[config.mk]
export PLATFORM = sky130hd
export DESIGN_NAME = enc16x4_scan_flat
export DESIGN_NICKNAME = d
export VERILOG_FILES = /design/src/rtl/enc16x4_scan_if.sv /design/src/rtl/enc16x4_scan.sv /design/src/flat_wrapper.sv
export SDC_FILE = /design/constraint.sdc
export NUM_CORES = 1
export LEC_CHECK = 0
export ABC_AREA = 1
export ABC_CLOCK_PERIOD_IN_PS = 1700
export CORE_MARGIN = 3
export CORE_UTILIZATION = 45
export CTS_CLUSTER_SIZE = 10
export DETAILED_ROUTE_END_ITERATION = 12
export MAX_ROUTING_LAYER = met4
export PLACE_DENSITY_LB_ADDON = 0.12
export SETUP_SLACK_MARGIN = 0.3
export SYNTH_ARGS = -nofsm -noshare
export SYNTH_HDL_FRONTEND = slang
export SYNTH_SLANG_ARGS = --single-unit
[constraint.sdc]
create_clock -name clk -period 1.7 [get_ports clk]
set_input_delay 0.34 -clock clk [delete_from_list [all_inputs] [get_ports clk]]
set_output_delay 0.34 -clock clk [all_outputs]
set_load 0.05 [all_outputs]
[src/rtl/enc16x4_scan_if.sv]
// Line-vector load and code-stream handshake bundle for enc16x4_scan.
// Latency: none, wires only.
// Backpressure: carries ready from the sink and en_n as a global pause.
interface enc16x4_scan_if;
  logic        en_n;   // active-low enable: 1 ignores load and pauses output
  logic        load;   // capture strobe for in
  logic [15:0] in;     // line vector, bit i <-> code i
  logic        ready;  // sink accepts code when valid & ready
  logic [3:0]  code;   // {A,B,C,D}, A = MSB
  logic        valid;
  logic        busy;
  logic        done;
  logic        zero;

  // Producer of line vectors / consumer of codes.
  modport master (
    output en_n, load, in, ready,
    input  code, valid, busy, done, zero
  );

  // The encoder itself.
  modport slave (
    input  en_n, load, in, ready,
    output code, valid, busy, done, zero
  );
endinterface

[src/rtl/enc16x4_scan.sv]
// Sequential 16-to-4 encoder: captures a line vector, emits each set line index lowest first.
// Latency: first code valid one cycle after the accepted load; one code per cycle thereafter.
// Backpressure: ready low holds code/valid; en_n high drops valid and freezes all state.
module enc16x4_scan (
  input  logic             clk,
  input  logic             rst,
  enc16x4_scan_if.slave    bus
);

  typedef enum logic {IDLE, SCAN} state_t;

  state_t      state_q, state_d;
  logic [15:0] pend_q, pend_d;
  logic [3:0]  code_q, code_d;
  logic        busy_q, busy_d;
  logic        done_q, done_d;
  logic        zero_q, zero_d;
  logic        accept;

  // Lowest set bit wins; an empty vector encodes to 0, which is also the
  // reset value of code, so code is stable at 0 whenever nothing is pending.
  function automatic logic [3:0] lsb_index(input logic [15:0] v);
    logic [3:0] idx;
    idx = 4'd0;
    for (int i = 15; i >= 0; i--) begin
      if (v[i]) idx = 4'(i);
    end
    return idx;
  endfunction

  // Next-state logic: capture in IDLE, clear one pending bit per accepted code in SCAN.
  always_comb begin
    state_d = state_q;
    pend_d  = pend_q;
    done_d  = 1'b0;
    zero_d  = 1'b0;
    accept  = (state_q == SCAN) & ~bus.en_n & bus.ready;

    case (state_q)
      IDLE: begin
        if (bus.load && !bus.en_n) begin
          if (bus.in != 16'h0000) begin
            pend_d  = bus.in;
            state_d = SCAN;
          end else begin
            zero_d = 1'b1;
          end
        end
      end
      SCAN: begin
        // load is deliberately ignored here: no merge, no restart.
        if (accept) begin
          pend_d = pend_q & ~(16'h0001 << code_q);
          if (pend_d == 16'h0000) begin
            state_d = IDLE;
            done_d  = 1'b1;
          end
        end
      end
      default: begin
        state_d = IDLE;
        pend_d  = 16'h0000;
      end
    endcase

    // Registering the encode of the next pending vector keeps code a pure
    // flop output with no path from in/load/ready.
    code_d = lsb_index(pend_d);
    busy_d = (state_d == SCAN);
  end

  // State and registered outputs; synchronous reset discards any pending vector.
  always_ff @(posedge clk) begin
    if (rst) begin
      state_q <= IDLE;
      pend_q  <= 16'h0000;
      code_q  <= 4'd0;
      busy_q  <= 1'b0;
      done_q  <= 1'b0;
      zero_q  <= 1'b0;
    end else begin
      state_q <= state_d;
      pend_q  <= pend_d;
      code_q  <= code_d;
      busy_q  <= busy_d;
      done_q  <= done_d;
      zero_q  <= zero_d;
    end
  end

  // valid is gated by en_n combinationally so a pause takes effect in the same cycle.
  assign bus.code  = code_q;
  assign bus.valid = (state_q == SCAN) & ~bus.en_n;
  assign bus.busy  = busy_q;
  assign bus.done  = done_q;
  assign bus.zero  = zero_q;

endmodule
[src/flat_wrapper.sv]
// flat-port wrapper written by rule: the top's interface ports become plain ports
module enc16x4_scan_flat 
  (clk, rst, bus_en_n, bus_load, bus_in, bus_ready, bus_code, bus_valid, bus_busy, bus_done, bus_zero);
  enc16x4_scan_if bus_i ();
  input  logic clk;
  input  logic rst;
  input wire logic [$bits(bus_i.en_n)-1:0] bus_en_n;
  input wire logic [$bits(bus_i.load)-1:0] bus_load;
  input wire logic [$bits(bus_i.in)-1:0] bus_in;
  input wire logic [$bits(bus_i.ready)-1:0] bus_ready;
  output wire logic [$bits(bus_i.code)-1:0] bus_code;
  output wire logic [$bits(bus_i.valid)-1:0] bus_valid;
  output wire logic [$bits(bus_i.busy)-1:0] bus_busy;
  output wire logic [$bits(bus_i.done)-1:0] bus_done;
  output wire logic [$bits(bus_i.zero)-1:0] bus_zero;
  assign bus_i.en_n = bus_en_n;
  assign bus_i.load = bus_load;
  assign bus_i.in = bus_in;
  assign bus_i.ready = bus_ready;
  assign bus_code = bus_i.code;
  assign bus_valid = bus_i.valid;
  assign bus_busy = bus_i.busy;
  assign bus_done = bus_i.done;
  assign bus_zero = bus_i.zero;
  enc16x4_scan u_core (.clk(clk), .rst(rst), .bus(bus_i));
endmodule
==> flow_summary.json, run 1 <==
{
  "status": "finished with violations",
  "violations": "setup timing",
  "p_int_mw": 1.04,
  "stdcell_area_mm2": 0.00273,
  "ios": 29,
  "drcViolationCount": 0,
  "synth.avg_cell_area_um2": 7.08,
  "fmax_ghz": 0.484,
  "skew_ns": 0.0169,
  "rsz0062_at_grt": "true",
  "fin_nets": 330,
  "die-area_mm2": 0.00396,
  "synth_fp_nets": 227,
  "numCtsBuffers": 3,
  "root_buffer": "clkbuf_4",
  "initial_utilization_pct": 47.4,
  "relSlewSlack_pct": 70.8,
  "tritoncts": "built",
  "worstSkewPairLatency_ns": 0.34,
  "cp.arrival_ns": 2.31,
  "endpoint_kind": "flop",
  "switchingPower_mw": 0.684,
  "track_usage_pct": 27.1,
  "grt_pass1_vias": 1813,
  "startpoint_type": "flop",
  "hpwl_mm": 3.82,
  "areaGrowthSynthToFinish_pct": 87.0,
  "drt_wl_total_mm": 6.18,
  "clkPwrFrac_pct": 16.8,
  "tightest_slew_ns": 0.434,
  "place_area_mm2": 0.00226,
  "swShare_pct": 39.6,
  "portBuffers": 28,
  "post-place-ws_ns": -0.860,
  "finalMaxSlewViolations": 0,
  "pwr-share-seq_pct": 36.3,
  "drtIter0Drc": 178,
  "pwr-share-comb_pct": 46.9,
  "hold_path_class": "input pin to flop",
  "timing.final.ws_setup_ns": -0.368,
  "synthCells": 206,
  "grt_overflow_total": 0,
  "dr.pass1.iters": 4,
  "setup_viol": 7,
  "n_antenna_cell": 0,
  "gp_congestion": 0.963,
  "cts_sinks": 23,
  "die_w_um": 62.9,
  "htreeDepth": 1,
  "hold_buffers": 0,
  "die_h_um": 62.9,
  "layout_commonest_cell": "buf_4",
  "grt_max_degree": 19,
  "syn-cell-area_mm2": 0.00146,
  "clkTransAtPathRegs_ns": 0.16,
  "drive_gt1_share_pct": 54.2,
  "p_leak_nw": 1.21,
  "vias": 1928,
  "layout_common_cells": "69 x buf_4, 29 x nand2_1, 26 x nor2_1, 18 x dfxtp_1, 17 x dlygate4sd2_1",
  "synth_seq_cells": 23,
  "final_cell_count_no_fill": 352,
  "drt-vias-per-instance": 5.48,
  "ant_nets": 0,
  "yosysUniqueCellTypes": 33,
  "period_minus_slack_ns": 2.07,
  "p_total_mw": 1.73,
  "core_area_mm2": 0.00308,
  "antenna_found_initial": 0,
  "ys_seq_area_share_pct": 31.6,
  "dp.cells": 329,
  "yosysWarningCount": 0,
  "ctsLongestPathBuffers": 2,
  "powerDensity_mw_per_mm2": 633,
  "hold_viol": 0,
  "critPathKind": "flop to flop",
  "drv_cap": 0,
  "crit_required_ns": 1.94,
  "rows": 20,
  "grt_pass1_wl_mm": 8.21,
  "timing.final.crit_share_pct": 122,
  "finalSetupTns_ns": -1.61,
  "cp_max_fo": 6,
  "ir_drop_v": 0.000438,
  "wire_per_inst_um": 17.6
}
## path summary, 6_finish.rpt
check                                       from                 end  slack, ns  cells after the start
worst max-delay path              u_core.state_q  u_core.bus.code[3]      -0.37                     12
worst max register to register    u_core.state_q  u_core.bus.code[3]      -0.37                     12
worst min-delay path                   bus_in[8]    u_core.pend_q[8]       0.50                      4
worst min register to register  u_core.pend_q[0]     u_core.bus.done       0.62                      3
## per-layer routing
metal	global-route usage [%]	share of wire [%]	vias to the layer above
li1	-	-	900
met1	29.0	37	891
met2	48.6	50	96
met3	3.78	6.2	41
met4	12.9	6.3	0
met5	-	0	-
## state kept, by name (all words and copies together) (netlist names)
signal	flops
u_core.bus.code	4
u_core.bus.zero	1
u_core.state_q	1
u_core.pend_q	16
u_core.bus.done	1
## cells in the mapped netlist
cell      instances  area share (%)
buf_6             2             1.5
nor2_2            4             1.7
dfxtp_1          23              32
buf_2             3             1.0
nor3_1            4             1.4
nand4_1           8             3.4
o21ai_2           4             2.4
nand2_4           3             2.3
buf_12            2             2.7
o21ai_0          16             5.5
a221oi_1          3             1.8
nor3b_2           1            0.86
o21ai_1           5             1.7
clkbuf_1          2            0.52
a21oi_1           4             1.4
o211ai_2          1            0.86
nand2_1          37             9.5
o21a_1            2             1.0
o31ai_2           1            0.86
nor4_1            4             1.7
nor2_1           32             8.2
a21oi_2           1            0.60
inv_1            15             3.9
mux2i_1           2             1.4
nand2_2           7             3.0
nor2_4            1            0.77
o21ai_4           2             2.2
a31oi_1           1            0.43
o22ai_1           1            0.43
inv_2             4             1.0
nand3_1           9             3.1
nand3b_1          1            0.52
o31ai_1           1            0.52
## area by class of cell
type | count | area, um^2
clock buffer | 3 | 22.5
timing repair buffer | 106 | 937
tap | 44 | 55.1
clock inverter | 1 | 5.00
sequential | 23 | 479
fill | 158 | 352
multi-input combinational | 156 | 1150
inverter | 19 | 81.3
## metrics by stage
step                hold slack, ns  utilization, %
floorplan                    0.489               -
global placement             0.555            73.3
detailed placement           0.560            73.3
CTS                          0.480            77.4
global route                 0.547            88.6
finish                       0.496            88.6
## worst max-delay path, cell delays in order, from the launching register on
cell	delay (ns)
dfxtp_4	0.41
inv_4	0.04
nor2_4	0.14
nand2_4	0.13
buf_4	0.16
o21ai_1	0.16
nand2_2	0.09
o21ai_4	0.08
buf_4	0.13
buf_6	0.09
nand2_1	0.08
o31ai_1	0.39
nor2_1	0.08
## logic make-up (layout without fill, tap and decap cells)
group | Yosys count | count (layout) | share of synthesized area [%]
AND/OR/NAND/NOR | 111 | 112 | 36.6
AO/OA/AOI/OAI | 42 | 42 | 19.7
buffers and inverters | 28 | 129 | 10.7
flip-flops | 23 | 23 | 31.6
multiplexers | 2 | 2 | 1.37
## power by group through the flow
stage	Clock [mW]	Sequential (mW)	Combinational [mW]
finish	0.289	0.627	0.810
floorplan	0	0.653	0.314
global placement	0	0.626	0.616
CTS	0.277	0.620	0.650
detailed placement	0	0.628	0.631
global route	0.313	0.629	0.857
## timing repair
item                                    CTS  global route
pin swaps                                21            22
resized for setup                        40            46
cloned                                    1             1
setup buffers                             4            13
endpoints found under the setup margin   23            21
(Power assumes the default switching activity.)
==> run 2: changes to the inputs <==
--- a/config.mk
+++ b/config.mk
@@ -11,6 +11,7 @@
 export CORE_UTILIZATION = 45
 export CTS_CLUSTER_SIZE = 10
 export DETAILED_ROUTE_END_ITERATION = 12
+export HOLD_SLACK_MARGIN = 0.05
 export MAX_ROUTING_LAYER = met4
 export PLACE_DENSITY_LB_ADDON = 0.12
 export SETUP_SLACK_MARGIN = 0.3
==> results of run 2 <==
No change in the layout: final DEF, timing and power equal those of run 1.
==> run 3: changes to the inputs <==
--- a/config.mk
+++ b/config.mk
@@ -6,9 +6,10 @@
 export NUM_CORES = 1
 export LEC_CHECK = 0
 export ABC_AREA = 1
-export ABC_CLOCK_PERIOD_IN_PS = 1700
+export ABC_CLOCK_PERIOD_IN_PS = 2100
 export CORE_MARGIN = 3
 export CORE_UTILIZATION = 45
+export CTS_BUF_LIST = sky130_fd_sc_hd__clkbuf_16
 export CTS_CLUSTER_SIZE = 10
 export DETAILED_ROUTE_END_ITERATION = 12
 export HOLD_SLACK_MARGIN = 0.05
==> constraint.sdc (replaced) <==
create_clock -name clk -period 2.1 [get_ports clk]
set_input_delay 0.42 -clock clk [delete_from_list [all_inputs] [get_ports clk]]
set_output_delay 0.42 -clock clk [all_outputs]
set_load 0.05 [all_outputs]
==> run 3 against run 2 <==
  * The run now ends clean
  * Hold slack better by 0.016 ns
  * Register-to-register slack gained 0.60 ns
  * Global-route usage decreased by 3.6 points
  * Flip-flop and latch count did not move
  * Combinational power fell by 41%
  * Critical path type is now input pin to flop
==> flow_summary.json, run 3 (same netlist as run 1, synthesis figures left out) <==
{
  "startpoint_type": "input pin",
  "antenna_found_initial": 0,
  "die_w_um": 62.9,
  "core_area_mm2": 0.00308,
  "tritoncts": "built",
  "numCtsBuffers": 3,
  "cp_cell_sequence": "dlygate4sd2_1 > nor3b_4 > nand2_4 > buf_6 > buf_4 > o21ai_2 > nand2_1 > a31oi_2 > nor2_1 > nor2_1 > o21a_1",
  "cpMaxStageDelayCell": "nor3b_4",
  "crit_required_ns": 2.30,
  "initial_utilization_pct": 47.4,
  "ctsLongestPathBuffers": 2,
  "regMostFlops": "u_core.pend_q",
  "swShare_pct": 33.8,
  "ir_drop_v": 0.000359,
  "crit_top_cell": "nor2_1",
  "die-area_mm2": 0.00396,
  "root_buffer": "clkbuf_16",
  "vias": 1666,
  "die_h_um": 62.9,
  "utilization_pct": 73.9,
  "finalMaxSlewViolations": 0,
  "tightest_slew_ns": 0.505,
  "htreeDepth": 1,
  "n_antenna_cell": 0,
  "clkTransAtPathRegs_ns": 0.06,
  "post-place-ws_ns": -0.438,
  "drtIter0Drc": 69,
  "grt_overflow_total": 0,
  "grt_max_degree": 19,
  "dp.cells": 309,
  "skew_ns": 0.00255,
  "pwr-share-comb_pct": 34.2,
  "areaGrowthSynthToFinish_pct": 56.0,
  "path_buf_inv": 3,
  "hpwl_mm": 3.31,
  "p_leak_nw": 1.03,
  "rows": 20,
  "largest_reg_flops": 16,
  "dr.pass1.iters": 5,
  "endpoint_kind": "flop",
  "timing.final.ws_setup_ns": 0.232,
  "critPathKind": "input pin to flop",
  "cp.arrival_ns": 2.07,
  "switchingPower_mw": 0.473,
  "powerDensity_mw_per_mm2": 616,
  "clkPwrFrac_pct": 29.8,
  "ant_nets": 0,
  "stdcell_area_mm2": 0.00227,
  "period_minus_slack_ns": 1.87,
  "drt_wl_total_mm": 4.69,
  "drcViolationCount": 0,
  "hold_buffers": 0,
  "pwr-share-seq_pct": 36.0,
  "setup_viol": 0,
  "grt_pass1_wl_mm": 7.19,
  "final_cell_count_no_fill": 319,
  "track_usage_pct": 23.5,
  "fin_nets": 297,
  "hold_viol": 0,
  "fmax_ghz": 0.535,
  "cts_sinks": 23,
  "layout_commonest_cell": "buf_4",
  "gp_congestion": 0.981,
  "ios": 29,
  "portBuffers": 28,
  "hold_path_class": "input pin to flop",
  "critPathMaxStageDelay_ns": 0.24,
  "grt_pass1_vias": 1593,
  "drv_cap": 0,
  "drt-vias-per-instance": 5.22,
  "relSlewSlack_pct": 66.3,
  "critical-path-top-delay-family": "simple AND/OR/NAND/NOR gates",
  "layout_common_cells": "41 x buf_4, 35 x nand2_1, 26 x nor2_1, 18 x dfxtp_1",
  "timing.final.crit_share_pct": 89.0,
  "rsz0062_at_grt": "true",
  "p_total_mw": 1.40,
  "cp_max_fo": 7,
  "place_area_mm2": 0.00205,
  "worstSkewPairLatency_ns": 0.26,
  "drive_gt1_share_pct": 45.5,
  "fill_cells": 249,
  "status": "complete, no violations",
  "p_int_mw": 0.928,
  "wire_per_inst_um": 14.7
}
run 3: cell types whose count changed in the layout (fill, tap and decap cells not counted), moves of 4 or more:
cell,delta
o21ai_4,-7
buf_2,+14
nand2_1,+6
dlygate4sd2_1,-10
buf_4,-28
buf_6,-4
nand2_2,-7
o21ai_0,+5
run 3: power by group through the flow:
stage | combinational, mW | clock [mW] | sequential [mW]
4_1_cts | 0.432 | 0.420 | 0.501
5_1_grt | 0.520 | 0.441 | 0.507
2_1_floorplan | 0.237 | 0 | 0.527
3_3_place_gp | 0.424 | 0 | 0.509
6_report | 0.479 | 0.417 | 0.504
3_5_place_dp | 0.431 | 0 | 0.510
run 3: repair_timing:
action / in CTS / in global routing
gates resized for setup: 93 / 26
pin swaps: 21 / 10
endpoints found under the setup margin: 17 / 7
setup buffers: 1 / 5
run 3: area by class of cell:
| cell class | count | area (um^2) | area share (%) |
|---|---|---|---|
| tap | 44 | 55.1 | 2.42 |
| timing repair buffer | 74 | 582 | 25.6 |
| inverter | 19 | 82.6 | 3.63 |
| sequential | 23 | 477 | 21.0 |
| clock inverter | 1 | 3.75 | 0.165 |
| clock buffer | 3 | 75.1 | 3.30 |
| multi-input combinational | 155 | 998 | 43.9 |
run 3: layer usage:
layer / share of wire [%] / routed length [um] / vias to the layer above / global-route usage (%)
met1: 42 / 1970 / 781 / 28.6
met3: 5.7 / 266 / 6 / 3.42
met4: 1.1 / 50 / 0 / 6.34
met2: 51 / 2400 / 51 / 40.3
met5: 0 / 0 / - / -
li1: - / - / 828 / -
run 3: worst min-delay path: cells and delay by family:
kind	cells	cell delay, ns
compound gates	1	0.06
buf+inv	2	0.18
simple gates	1	0.08
run 3: worst paths after layout:
kind                                      from                 end  slack, ns  cells past startpoint
worst max-delay path                  bus_load  u_core.bus.code[1]       0.23                     11
worst min register to register  u_core.state_q      u_core.state_q       0.53                      2
worst min-delay path                 bus_in[0]    u_core.pend_q[0]       0.51                      4
worst max register to register  u_core.state_q  u_core.bus.code[1]       0.23                     10
run 3: stage by stage:
step / setup TNS, ns / hold slack, ns
2_1_floorplan: 0 / 0.526
3_3_place_gp: -2.09 / 0.502
3_5_place_dp: -2.11 / 0.516
4_1_cts: 0 / 0.517
5_1_grt: 0 / 0.533
6_report: 0 / 0.512
